File: config.mk
export PLATFORM = sky130hd
export DESIGN_NAME = fir_mem_sequencer
export DESIGN_NICKNAME = d
export VERILOG_FILES = /design/src/rtl/fir_mem_sequencer.sv
export SDC_FILE = /design/constraint.sdc
export NUM_CORES = 1
export LEC_CHECK = 0
export ABC_AREA = 1
export BUFFER_PORTS_ARGS = -buffer_cell sky130_fd_sc_hd__buf_2
export CORE_MARGIN = 10
export CORE_UTILIZATION = 44
export CTS_BUF_LIST = sky130_fd_sc_hd__clkbuf_2 sky130_fd_sc_hd__clkbuf_4 sky130_fd_sc_hd__clkbuf_8
export DETAILED_ROUTE_END_ITERATION = 8
export HOLD_SLACK_MARGIN = 0.02
export MAX_ROUTING_LAYER = met4
export SYNTH_ARGS = -nofsm -noshare
export SYNTH_HDL_FRONTEND = slang
export SYNTH_SLANG_ARGS = --single-unit
File: constraint.sdc
create_clock -name clk -period 8.9 [get_ports clk]
set_input_delay 0.89 -clock clk [delete_from_list [all_inputs] [get_ports clk]]
set_output_delay 0.89 -clock clk [all_outputs]
set_load 0.02 [all_outputs]
File: src/rtl/fir_mem_sequencer.sv
// fir_mem_sequencer: streams TAPS reads out of a circular sample buffer and returns the signed
// dot product with the stored coefficients. Build option FIR_SAT_EN: shift and saturate the result.
module fir_mem_sequencer #(
    parameter int TAPS      = 8,
    parameter int BUF_BASE  = 0,
    parameter int BUF_DEPTH = 8,
    parameter int ACC_W     = 20,
    parameter int SHIFT     = 7
) (
    input  logic                    clk,
    input  logic                    rst,
    input  logic                    start,
    input  logic [31:0]             base_addr,
    input  logic                    coef_we,
    input  logic [$clog2(TAPS)-1:0] coef_idx,
    input  logic [7:0]              coef_data,
    output logic                    mem_RE,
    output logic [31:0]             Dir,
    input  logic [7:0]              mem_data,
    output logic                    busy,
    output logic [ACC_W-1:0]        result,
    output logic                    result_valid,
    input  logic                    result_ready
);

    localparam int IDX_W  = $clog2(TAPS);
    localparam int DIDX_W = $clog2(BUF_DEPTH);
    localparam int CNT_W  = $clog2(TAPS + 2);
    localparam logic [31:0]      BASE_V     = 32'(BUF_BASE);
    localparam logic [CNT_W-1:0] LAST_ISSUE = CNT_W'(TAPS);
    localparam logic [CNT_W-1:0] LAST_ACC   = CNT_W'(TAPS + 1);
    localparam logic [CNT_W-1:0] FIRST_ACC  = CNT_W'(2);

    if (TAPS < 2) begin : g_bad_taps
        $error("TAPS must be at least 2");
    end
    if (BUF_DEPTH < TAPS || (BUF_DEPTH & (BUF_DEPTH - 1)) != 0) begin : g_bad_depth
        $error("BUF_DEPTH must be a power of two and at least TAPS");
    end
    if (ACC_W < 16 + $clog2(TAPS) || SHIFT < 0 || SHIFT >= ACC_W) begin : g_bad_width
        $error("ACC_W too narrow or SHIFT out of range");
    end

    typedef enum logic [1:0] {
        IDLE  = 2'd0,
        ISSUE = 2'd1,
        DRAIN = 2'd2,
        DONE  = 2'd3
    } state_t;

    state_t state;
    state_t state_next;

    // cyc counts edges since the start edge; sample for tap cyc-2 is on mem_data
    logic [CNT_W-1:0]        cyc;
    logic [CNT_W-1:0]        tap_sel;
    logic [DIDX_W-1:0]       idx;
    logic [DIDX_W-1:0]       idx_dec;
    logic [DIDX_W-1:0]       off;
    logic signed [7:0]       coef [TAPS];
    logic signed [7:0]       coef_cur;
    logic signed [15:0]      prod;
    logic signed [ACC_W-1:0] prod_ext;
    logic signed [ACC_W-1:0] acc;
    logic signed [ACC_W-1:0] final_sum;
    logic [ACC_W-1:0]        result_d;

    logic load_start;
    logic coef_en;
    logic drive_tap;
    logic stop_issue;
    logic acc_en;
    logic finish;
    logic release_res;

    // The modulo keeps every base_addr bit in the expression; for a power-of-two depth it is a slice
    assign off     = DIDX_W'((base_addr - BASE_V) % 32'(BUF_DEPTH));
    assign idx_dec = idx - DIDX_W'(1);
    assign tap_sel = cyc - FIRST_ACC;

    always_comb begin
        coef_cur = '0;
        for (int i = 0; i < TAPS; i++) begin
            if (tap_sel == CNT_W'(i)) coef_cur = coef[i];
        end
    end

    assign prod      = $signed(mem_data) * coef_cur;
    assign prod_ext  = {{(ACC_W - 16){prod[15]}}, prod};
    assign final_sum = acc + prod_ext;

`ifdef FIR_SAT_EN
    localparam logic signed [ACC_W-1:0] SAT_HI = ACC_W'(127);
    localparam logic signed [ACC_W-1:0] SAT_LO = -ACC_W'(128);
    logic signed [ACC_W-1:0] shifted;

    always_comb begin
        shifted = final_sum >>> SHIFT;
        if (shifted > SAT_HI)      result_d = SAT_HI;
        else if (shifted < SAT_LO) result_d = SAT_LO;
        else                       result_d = shifted;
    end
`else
    assign result_d = final_sum;
`endif

    always_ff @(posedge clk or posedge rst) begin
        if (rst) state <= IDLE;
        else     state <= state_next;
    end

    always_comb begin
        state_next = state;
        case (state)
            IDLE:    if (start) state_next = ISSUE;
            ISSUE:   if (cyc == LAST_ISSUE) state_next = DRAIN;
            DRAIN:   if (cyc == LAST_ACC) state_next = DONE;
            DONE:    if (result_ready) state_next = IDLE;
            default: state_next = IDLE;
        endcase
    end

    always_comb begin
        load_start  = 1'b0;
        coef_en     = 1'b0;
        drive_tap   = 1'b0;
        stop_issue  = 1'b0;
        acc_en      = 1'b0;
        finish      = 1'b0;
        release_res = 1'b0;
        case (state)
            IDLE: begin
                coef_en    = coef_we;
                load_start = start;
            end
            ISSUE: begin
                drive_tap  = (cyc < LAST_ISSUE);
                stop_issue = (cyc == LAST_ISSUE);
                acc_en     = (cyc >= FIRST_ACC);
            end
            DRAIN: begin
                acc_en = (cyc != LAST_ACC);
                finish = (cyc == LAST_ACC);
            end
            DONE:    release_res = result_ready;
            default: ;
        endcase
    end

    always_ff @(posedge clk or posedge rst) begin
        if (rst) begin
            cyc          <= '0;
            idx          <= '0;
            mem_RE       <= 1'b1;
            Dir          <= '0;
            acc          <= '0;
            result       <= '0;
            result_valid <= 1'b0;
            busy         <= 1'b0;
            for (int i = 0; i < TAPS; i++) coef[i] <= '0;
        end else begin
            busy <= (state_next != IDLE);
            // A write on the start edge lands before its tap is first multiplied
            for (int i = 0; i < TAPS; i++) begin
                if (coef_en && coef_idx == IDX_W'(i)) coef[i] <= coef_data;
            end
            if (load_start) begin
                acc    <= '0;
                idx    <= off;
                Dir    <= BASE_V + 32'(off);
                mem_RE <= 1'b0;
                cyc    <= CNT_W'(1);
            end else if (state == ISSUE || state == DRAIN) begin
                cyc <= cyc + CNT_W'(1);
            end
            if (drive_tap) begin
                idx <= idx_dec;
                Dir <= BASE_V + 32'(idx_dec);
            end
            if (stop_issue) mem_RE <= 1'b1;
            if (acc_en)     acc <= final_sum;
            if (finish) begin
                result       <= result_d;
                result_valid <= 1'b1;
            end
            if (release_res) result_valid <= 1'b0;
        end
    end

endmodule

==> results of run 1 <==
[per-layer routing]
metal	GRT usage, %	up-vias	wire (µm)
met1	24.01	3433	11230
met3	2.911	18	1041
met2	24.32	170	9553
met5	-	-	0
met4	3.582	0	174
li1	-	3528	-
[cell type report]
type | count | area [µm²] | share of cell area [%]
multi-input combinational | 765 | 5466 | 54.02
sequential | 116 | 2904 | 28.70
inverter | 201 | 757.0 | 7.481
tap | 275 | 344.1 | 3.401
timing repair buffer | 55 | 282.8 | 2.795
clock buffer | 20 | 256.5 | 2.535
clock inverter | 12 | 107.6 | 1.063
[sequential cells by signal, summed over array words and instances (netlist names)]
| signal | cells |
|---|---|
| coef | 64 |
| result | 20 |
| result_valid | 1 |
| Dir | 3 |
| state | 2 |
| cyc | 4 |
| busy | 1 |
| mem_RE | 1 |
| acc | 20 |
[layout by cell type (no fill, tap or decap), types with 3 or more instances in the layout]
master / count
sky130_fd_sc_hd__conb_1: 29
sky130_fd_sc_hd__nor2_1: 63
sky130_fd_sc_hd__dfrtp_1: 115
sky130_fd_sc_hd__clkinvlp_4: 3
sky130_fd_sc_hd__clkinv_2: 4
sky130_fd_sc_hd__inv_1: 191
sky130_fd_sc_hd__o21ai_0: 117
sky130_fd_sc_hd__a21oi_1: 20
sky130_fd_sc_hd__o31ai_1: 3
sky130_fd_sc_hd__nor3_1: 3
sky130_fd_sc_hd__clkinv_1: 4
sky130_fd_sc_hd__clkbuf_4: 3
sky130_fd_sc_hd__nand2_1: 214
sky130_fd_sc_hd__o211ai_1: 3
sky130_fd_sc_hd__nand3_4: 3
sky130_fd_sc_hd__nand2_2: 16
sky130_fd_sc_hd__nor2_2: 8
sky130_fd_sc_hd__ha_1: 58
sky130_fd_sc_hd__inv_2: 5
sky130_fd_sc_hd__nand3b_1: 4
sky130_fd_sc_hd__clkbuf_8: 17
sky130_fd_sc_hd__nand3_1: 61
sky130_fd_sc_hd__or2_2: 10
sky130_fd_sc_hd__xnor2_1: 6
sky130_fd_sc_hd__buf_2: 52
sky130_fd_sc_hd__fa_1: 89
sky130_fd_sc_hd__nand4_1: 34
sky130_fd_sc_hd__o22ai_1: 6
sky130_fd_sc_hd__xor2_1: 7
sky130_fd_sc_hd__buf_4: 3
[worst register-to-register path, stage by stage, from the launching register on]
cell                      delay [ns]
sky130_fd_sc_hd__dfrtp_1        0.42
sky130_fd_sc_hd__inv_1          0.13
sky130_fd_sc_hd__ha_1           0.92
sky130_fd_sc_hd__nand3_2        0.34
sky130_fd_sc_hd__nand3_1        0.19
sky130_fd_sc_hd__nand2_1        0.09
sky130_fd_sc_hd__nand4_1        0.08
sky130_fd_sc_hd__nand2_1        0.11
sky130_fd_sc_hd__nand2_4        0.11
sky130_fd_sc_hd__nand2_1        0.07
sky130_fd_sc_hd__nor2_1         0.87
sky130_fd_sc_hd__fa_1           0.59
sky130_fd_sc_hd__fa_1           0.50
sky130_fd_sc_hd__fa_1           0.52
sky130_fd_sc_hd__fa_1           0.50
sky130_fd_sc_hd__ha_1           0.31
sky130_fd_sc_hd__ha_1           0.35
sky130_fd_sc_hd__a21oi_1        0.22
sky130_fd_sc_hd__o21ai_0        0.13
sky130_fd_sc_hd__a21oi_1        0.22
sky130_fd_sc_hd__o21ai_0        0.13
sky130_fd_sc_hd__xor2_1         0.26
sky130_fd_sc_hd__nand2_1        0.11
sky130_fd_sc_hd__nand2_1        0.07
[per-stage QoR]
step	cells	instance area, µm²	worst slack, ns	utilization (%)	hold WS (ns)
final	1444	10120	1.608	48.13	0.4783
after global routing	1444	10120	0.8979	48.13	0.4987
after CTS	1444	10120	1.597	48.13	0.4796
after detailed placement	1412	9754	1.625	46.40	0.4609
after global placement	1412	9754	1.670	46.40	0.4597
after floorplan	1139	9500	2.588	-	0.4455
[logic make-up (layout without fill, tap and decap cells)]
logic type,count (synthesis),after routing
adder cells (fa/ha/maj),147,147
flip-flops,116,116
XOR/XNOR,13,13
AO/OA/AOI/OAI,155,155
AND/OR/NAND/NOR,421,421
other,1,29
buffers and inverters,258,288
[final timing paths]
kind	slack (ns)	cells after the start	endpoint	from
min in group asynchronous	0.49	2	result[13]$_DFFE_PP0P_	rst
worst min register to register	0.48	2	result[19]$_DFFE_PP0P_	result[19]$_DFFE_PP0P_
worst max register to register	1.61	23	result[14]$_DFFE_PP0P_	cyc[1]$_DFFE_PP0P_
max in group asynchronous	7.05	3	result[7]$_DFFE_PP0P_	rst
worst max-delay path	1.61	23	result[14]$_DFFE_PP0P_	cyc[1]$_DFFE_PP0P_
worst min-delay path	0.48	2	result[19]$_DFFE_PP0P_	result[19]$_DFFE_PP0P_
==> reports/metrics.sh, run 1 <==
CTS_SETUP_BUFFERS=0
CTSRESIZECOUNT=0
SYNTH_SEQ_AREA_SHARE_PCT=30.91
PATH_CLK_SLEW_NS=0.07
RUN_STATUS='finished clean'
CAP_VIOLATIONS=0
SKEW_NS=0.01488
CP.ARRIVAL_NS=7.67
WL_UM=22000
POST-ROUTE-MIN-PERIOD_NS=7.292
MAX_STAGE_DELAY_NS=0.92
VIASPERCELL=4.951
SYNTHTOPCELLSBYCOUNT='214 x sky130_fd_sc_hd__nand2_1, 192 x sky130_fd_sc_hd__inv_1, 117 x sky130_fd_sc_hd__o21ai_0, 115 x sky130_fd_sc_hd__dfrtp_1, 89 x sky130_fd_sc_hd__fa_1'
YOSYS.AREA.TOP_TYPE_SHARE_PCT=30.63
IO_BUFFER_COUNT=52
CP.BUFFERS_INVERTERS=1
FILL_CELLS=2085
FINAL_NUMBER_OF_MAX_TRANSITION_VIOLATIONS=0
GRT-OVFL-TOTAL=0
GRT_PASS1_WL_UM=37340
FINAL_PERIOD_UTIL_PCT=81.93
YOSYS.CELL_COUNT.TOP_TYPE='sky130_fd_sc_hd__nand2_1'
DETAILEDROUTE.FIRSTITERATIONVIOLATIONS=443
SYNTH_FLOP_CELL='sky130_fd_sc_hd__dfrtp_1'
NUMCLOCKSINKS=116
TIMING.CRITICAL_PATH.FROM_TYPE='flip-flop'
POST-DP-HPWL_UM=17410
SYNTH_TOP_AREA_CELL='sky130_fd_sc_hd__dfrtp_1'
CRITPATHCAPTURETYPE='flip-flop'
FP-ROW-COUNT=53
FIRST_GLOBAL_VIAS=7273
SYNTH_ENABLE_FLOP_CELLS=0
TOTAL_SETUP_VIOLATIONS_REPORTED_AT_THE_END_OF_THE_FLOW=0
GRT_ANTENNA_BEFORE_REPAIR=0
FINISH.NET_COUNT=1359
XOR_XNOR_FRACTION_OF_SYNTH_AREA_PCT=1.212
SYNTH_AREA_UM2=9395
SETUP_REPAIR_AFTER_GLOBAL_ROUTING_MISSED_ITS_MARGIN='false'
CORE_UM2=21020
SYNTH_TOP_FAMILY_BY_AREA='adder cells'
PIN_COUNT=111
MAX_SLEW.WORST_PIN.SLEW_NS=1.158
GP_ROUTABILITY_CONGESTION=0.9085
SYNTH_ADDER_AREA_SHARE_PCT=26.69
MAX_FREQ_MHz=137.1
DESIGN.DIE.AREA_UM2=27600
RELSLEWSLACK_PCT=22.51
TIMING.CRITICAL_PATH.SLOWEST_STAGE_CELL='sky130_fd_sc_hd__ha_1'
TIMING.CRITICAL_PATH.CELLS='inv_1, ha_1, nand3_2, nand3_1, nand2_1, nand4_1, nand2_1, nand2_4, nand2_1, nor2_1, fa_1, fa_1, fa_1, fa_1, ha_1, ha_1, a21oi_1, o21ai_0, a21oi_1, o21ai_0, xor2_1, nand2_1, nand2_1'
YS_SEQ_ELEMENTS=116
SYNTH.AREA.MUX_SHARE_PCT=0
TIMING.CRITICAL_PATH.MODE_CELL='sky130_fd_sc_hd__nand2_1'
NUM_ANTENNA_CELLS=0
TIMING.CRITICAL_PATH.MAX_DELAY_FAMILY='adder cells'
FP.DIEH_UM=166.1
CP_MAX_FO=27
CTS_HOLD_BUF=0
ASYNCSETRESETFLOPFRACSYNTH_PCT=100.0
SYNTH_SIMPLE_GATE_AREA_SHARE_PCT=20.43
FINAL-HOLD-VIOLATION-COUNT=0
SYNTH.LIB_CELLS_USED.DISTINCT=41
POST_ROUTE_CELLS_DRIVE_ABOVE_1_SHARE_PCT=11.55
TIMING.CRITICAL_PATH.REQUIRED_NS=9.28
CTS-HTREE-LEVELS=4
SYNTH_TOP_CELLS_BY_AREA='sky130_fd_sc_hd__dfrtp_1 31%, sky130_fd_sc_hd__fa_1 19%, sky130_fd_sc_hd__nand2_1 8.5%'
INITIAL_CORE_UTIL_PCT=44.69
CTSLONGESTPATHBUFFERS=2
HP-CLASS='reg -> reg'
TRITONROUTE_PASS_1_ITERS=6
CLOCK_LATENCY_NS=0.44
FINALSETUPTNS_NS=0
LAYOUT-AREA-OVERHEAD-VS-SYNTH_PCT=7.698
SYN-MEAN-INSTANCE-AREA_UM2=8.457
GRT_UTIL_ALL_LAYERS_PCT=16.76
CTS_BUFS_INSERTED=17
CTS_ROOT_BUF='sky130_fd_sc_hd__clkbuf_8'
ANTENNA_VIOLATING_NETS_POST_ROUTE=0
DRC=0
SYNTH_CELLS=1111
SYNTH_COMPOUND_GATE_AREA_SHARE_PCT=8.696
GRT_MAX_DEGREE=77
YOSYSWARNINGS=0
SETUP.WORST_PATH.CLASS='reg -> reg'
TOTAL_NUMBER_OF_VIAS=7149
DIE_W_UM=166.1
TRITONCTS='built'
ROUTE.DETAILED.WL_PER_INST_UM=15.24
Power of run 1 is left out: the tool's default activity adds up to more than one toggle a clock period on the data nets, which glitch-free logic cannot reach.
==> run 2: changes to the inputs <==
--- a/config.mk
+++ b/config.mk
@@ -13,6 +13,7 @@
 export DETAILED_ROUTE_END_ITERATION = 8
 export HOLD_SLACK_MARGIN = 0.02
 export MAX_ROUTING_LAYER = met4
+export PLACE_DENSITY = 0.65
 export SYNTH_ARGS = -nofsm -noshare
 export SYNTH_HDL_FRONTEND = slang
 export SYNTH_SLANG_ARGS = --single-unit
==> constraint.sdc (replaced) <==
create_clock -name clk -period 6.48 [get_ports clk]
set_input_delay 0.648 -clock clk [delete_from_list [all_inputs] [get_ports clk]]
set_output_delay 0.648 -clock clk [all_outputs]
set_load 0.02 [all_outputs]
==> reports/metrics.sh, run 2 (synthesis results as in run 1) <==
DESIGN.DIE.AREA_UM2=27600
RELSLEWSLACK_PCT=32.14
REGMOSTFLOPS='coef'
TRITONROUTE_PASS_1_ITERS=5
CTS_BUFS_INSERTED=17
PIN_COUNT=111
TIMING.CRITICAL_PATH.REQUIRED_NS=6.76
FINAL_COMMON_CELL='sky130_fd_sc_hd__nand2_1'
FINISH.NET_COUNT=1370
CTS-HTREE-LEVELS=4
GRT_UTIL_ALL_LAYERS_PCT=16.72
GRT-OVFL-TOTAL=0
CTS_ROOT_BUF='sky130_fd_sc_hd__clkbuf_8'
DETAILEDROUTE.FIRSTITERATIONVIOLATIONS=487
CP_MAX_FO=26
HP-CLASS='in -> async'
ROUTE.TOP_LAYER_USED='met4'
CRITPATHCAPTURETYPE='flip-flop'
GRT_MAX_DEGREE=60
WL_UM=21880
TOTAL_SETUP_VIOLATIONS_REPORTED_AT_THE_END_OF_THE_FLOW=0
TRITONCTS='built'
IO_BUFFER_COUNT=52
GP_ROUTABILITY_CONGESTION=0.9134
CAP_VIOLATIONS=0
DIE_W_UM=166.1
NUMCLOCKSINKS=116
POST_ROUTE_CELLS_DRIVE_ABOVE_1_SHARE_PCT=13.56
PLACE_WS_NS=0.1795
NUM_ANTENNA_CELLS=0
CTS_HOLD_BUF=0
MAX_SLEW.WORST_PIN.SLEW_NS=1.015
SKEW_NS=0.02131
MET3ROUTEDLENGTH_UM=1024
DRC=0
LARGESTREGISTERS='coef: 64 flops, acc: 20 flops, result: 20 flops'
ROUTE.MET2.WL_UM=9598
FIRST_GLOBAL_VIAS=7187
RUN_STATUS='finished clean'
FINAL_PERIOD_UTIL_PCT=94.45
LAYOUT-AREA-OVERHEAD-VS-SYNTH_PCT=10.09
FP.DIEH_UM=166.1
POST-DP-HPWL_UM=17340
GRT_PASS1_WL_UM=37240
POST-ROUTE-MIN-PERIOD_NS=6.121
ROUTEDLENGTHMET1_UM=10970
FINAL-HOLD-VIOLATION-COUNT=0
TOTAL_NUMBER_OF_VIAS=7178
FINAL_NUMBER_OF_MAX_TRANSITION_VIOLATIONS=0
GRT_ANTENNA_BEFORE_REPAIR=0
CLOCK_LATENCY_NS=0.45
LARGEST_REGISTER_FFS=64
FIN_WS_NS=0.3594
ROUTE.DETAILED.WL_PER_INST_UM=15.04
VIASPERCELL=4.933
ANTENNA_VIOLATING_NETS_POST_ROUTE=0
PATH_CLK_SLEW_NS=0.08
SETUP.WORST_PATH.CLASS='reg -> reg'
CTSLONGESTPATHBUFFERS=2
CTS_SETUP_BUFFERS=0
INITIAL_CORE_UTIL_PCT=44.69
MAX_FREQ_MHz=163.4
CORE_UM2=21020
LAYOUT.CELLS.MOST_COMMON_LIST='214 x sky130_fd_sc_hd__nand2_1, 190 x sky130_fd_sc_hd__inv_1, 116 x sky130_fd_sc_hd__o21ai_0'
FP-ROW-COUNT=53
CP.ARRIVAL_NS=6.40
TIMING.CRITICAL_PATH.FROM_TYPE='flip-flop'
## run 2: metal layers
metal | vias to the layer above | track usage, %
met5 | - | -
met4 | 0 | 3.621
met3 | 24 | 2.745
met2 | 160 | 24.18
met1 | 3429 | 24.05
li1 | 3565 | -
## run 2: worst max-delay path, cell delays in order (launching register included)
cell	delay, ns
sky130_fd_sc_hd__dfrtp_1	0.43
sky130_fd_sc_hd__inv_1	0.08
sky130_fd_sc_hd__ha_2	0.37
sky130_fd_sc_hd__buf_12	0.18
sky130_fd_sc_hd__nand3_4	0.15
sky130_fd_sc_hd__inv_2	0.18
sky130_fd_sc_hd__nand2_1	0.07
sky130_fd_sc_hd__nand4_1	0.09
sky130_fd_sc_hd__nand2_1	0.07
sky130_fd_sc_hd__nand2_2	0.16
sky130_fd_sc_hd__nand2_2	0.07
sky130_fd_sc_hd__nor2_1	0.13
sky130_fd_sc_hd__buf_6	0.22
sky130_fd_sc_hd__fa_1	0.46
sky130_fd_sc_hd__fa_1	0.51
sky130_fd_sc_hd__fa_1	0.60
sky130_fd_sc_hd__fa_1	0.44
sky130_fd_sc_hd__ha_1	0.30
sky130_fd_sc_hd__ha_1	0.36
sky130_fd_sc_hd__a21oi_1	0.19
sky130_fd_sc_hd__o21ai_0	0.15
sky130_fd_sc_hd__inv_1	0.10
sky130_fd_sc_hd__nand2_1	0.09
sky130_fd_sc_hd__nand2_1	0.07
sky130_fd_sc_hd__nand2_1	0.05
sky130_fd_sc_hd__xnor2_1	0.27
sky130_fd_sc_hd__o21ai_0	0.12
## run 2: area by class of cell
cell class,instances,area (µm²)
clock buffers,18,241.5
clock inverters,14,175.2
fillers,2023,10680
inverters,201,757.0
multi-input cells,765,5528
flip-flops and latches,116,2904
well taps,275,344.1
repair buffers,66,394.1
## run 2: worst paths after layout
check / cells past startpoint / endpoint / slack [ns] / start
worst max-delay path: 26 / result[13]$_DFFE_PP0P_ / 0.36 / cyc[1]$_DFFE_PP0P_
worst min-delay path: 2 / result[17]$_DFFE_PP0P_ / 0.33 / rst
worst max register to register: 26 / result[13]$_DFFE_PP0P_ / 0.36 / cyc[1]$_DFFE_PP0P_
worst min register to register: 2 / coef[3]$_DFFE_PP0P_ / 0.48 / coef[3]$_DFFE_PP0P_
max in group asynchronous: 3 / coef[3]$_DFFE_PP0P_ / 4.93 / rst
min in group clk: 2 / result_valid$_DFFE_PP0P_ / 0.40 / result_ready
## run 2: what timing repair did
item,4_1_cts,5_1_grt
gates resized for setup,0,19
endpoints found under the hold margin,0,0
setup endpoints to repair,0,23
## run 2: metrics by stage
stage / instances / setup TNS [ns] / hold WS (ns) / utilization, % / cell area [µm²]
global route: 1455 / -0.003675 / 0.3824 / 49.21 / 10340
detailed placement: 1423 / 0 / 0.4653 / 46.91 / 9862
global placement: 1423 / 0 / 0.4604 / 46.91 / 9862
floorplan: 1139 / 0 / 0.4455 / - / 9500
CTS: 1455 / 0 / 0.3531 / 48.90 / 10280
finish: 1455 / 0 / 0.3312 / 49.21 / 10340
Power of run 2 is left out for the same reason.
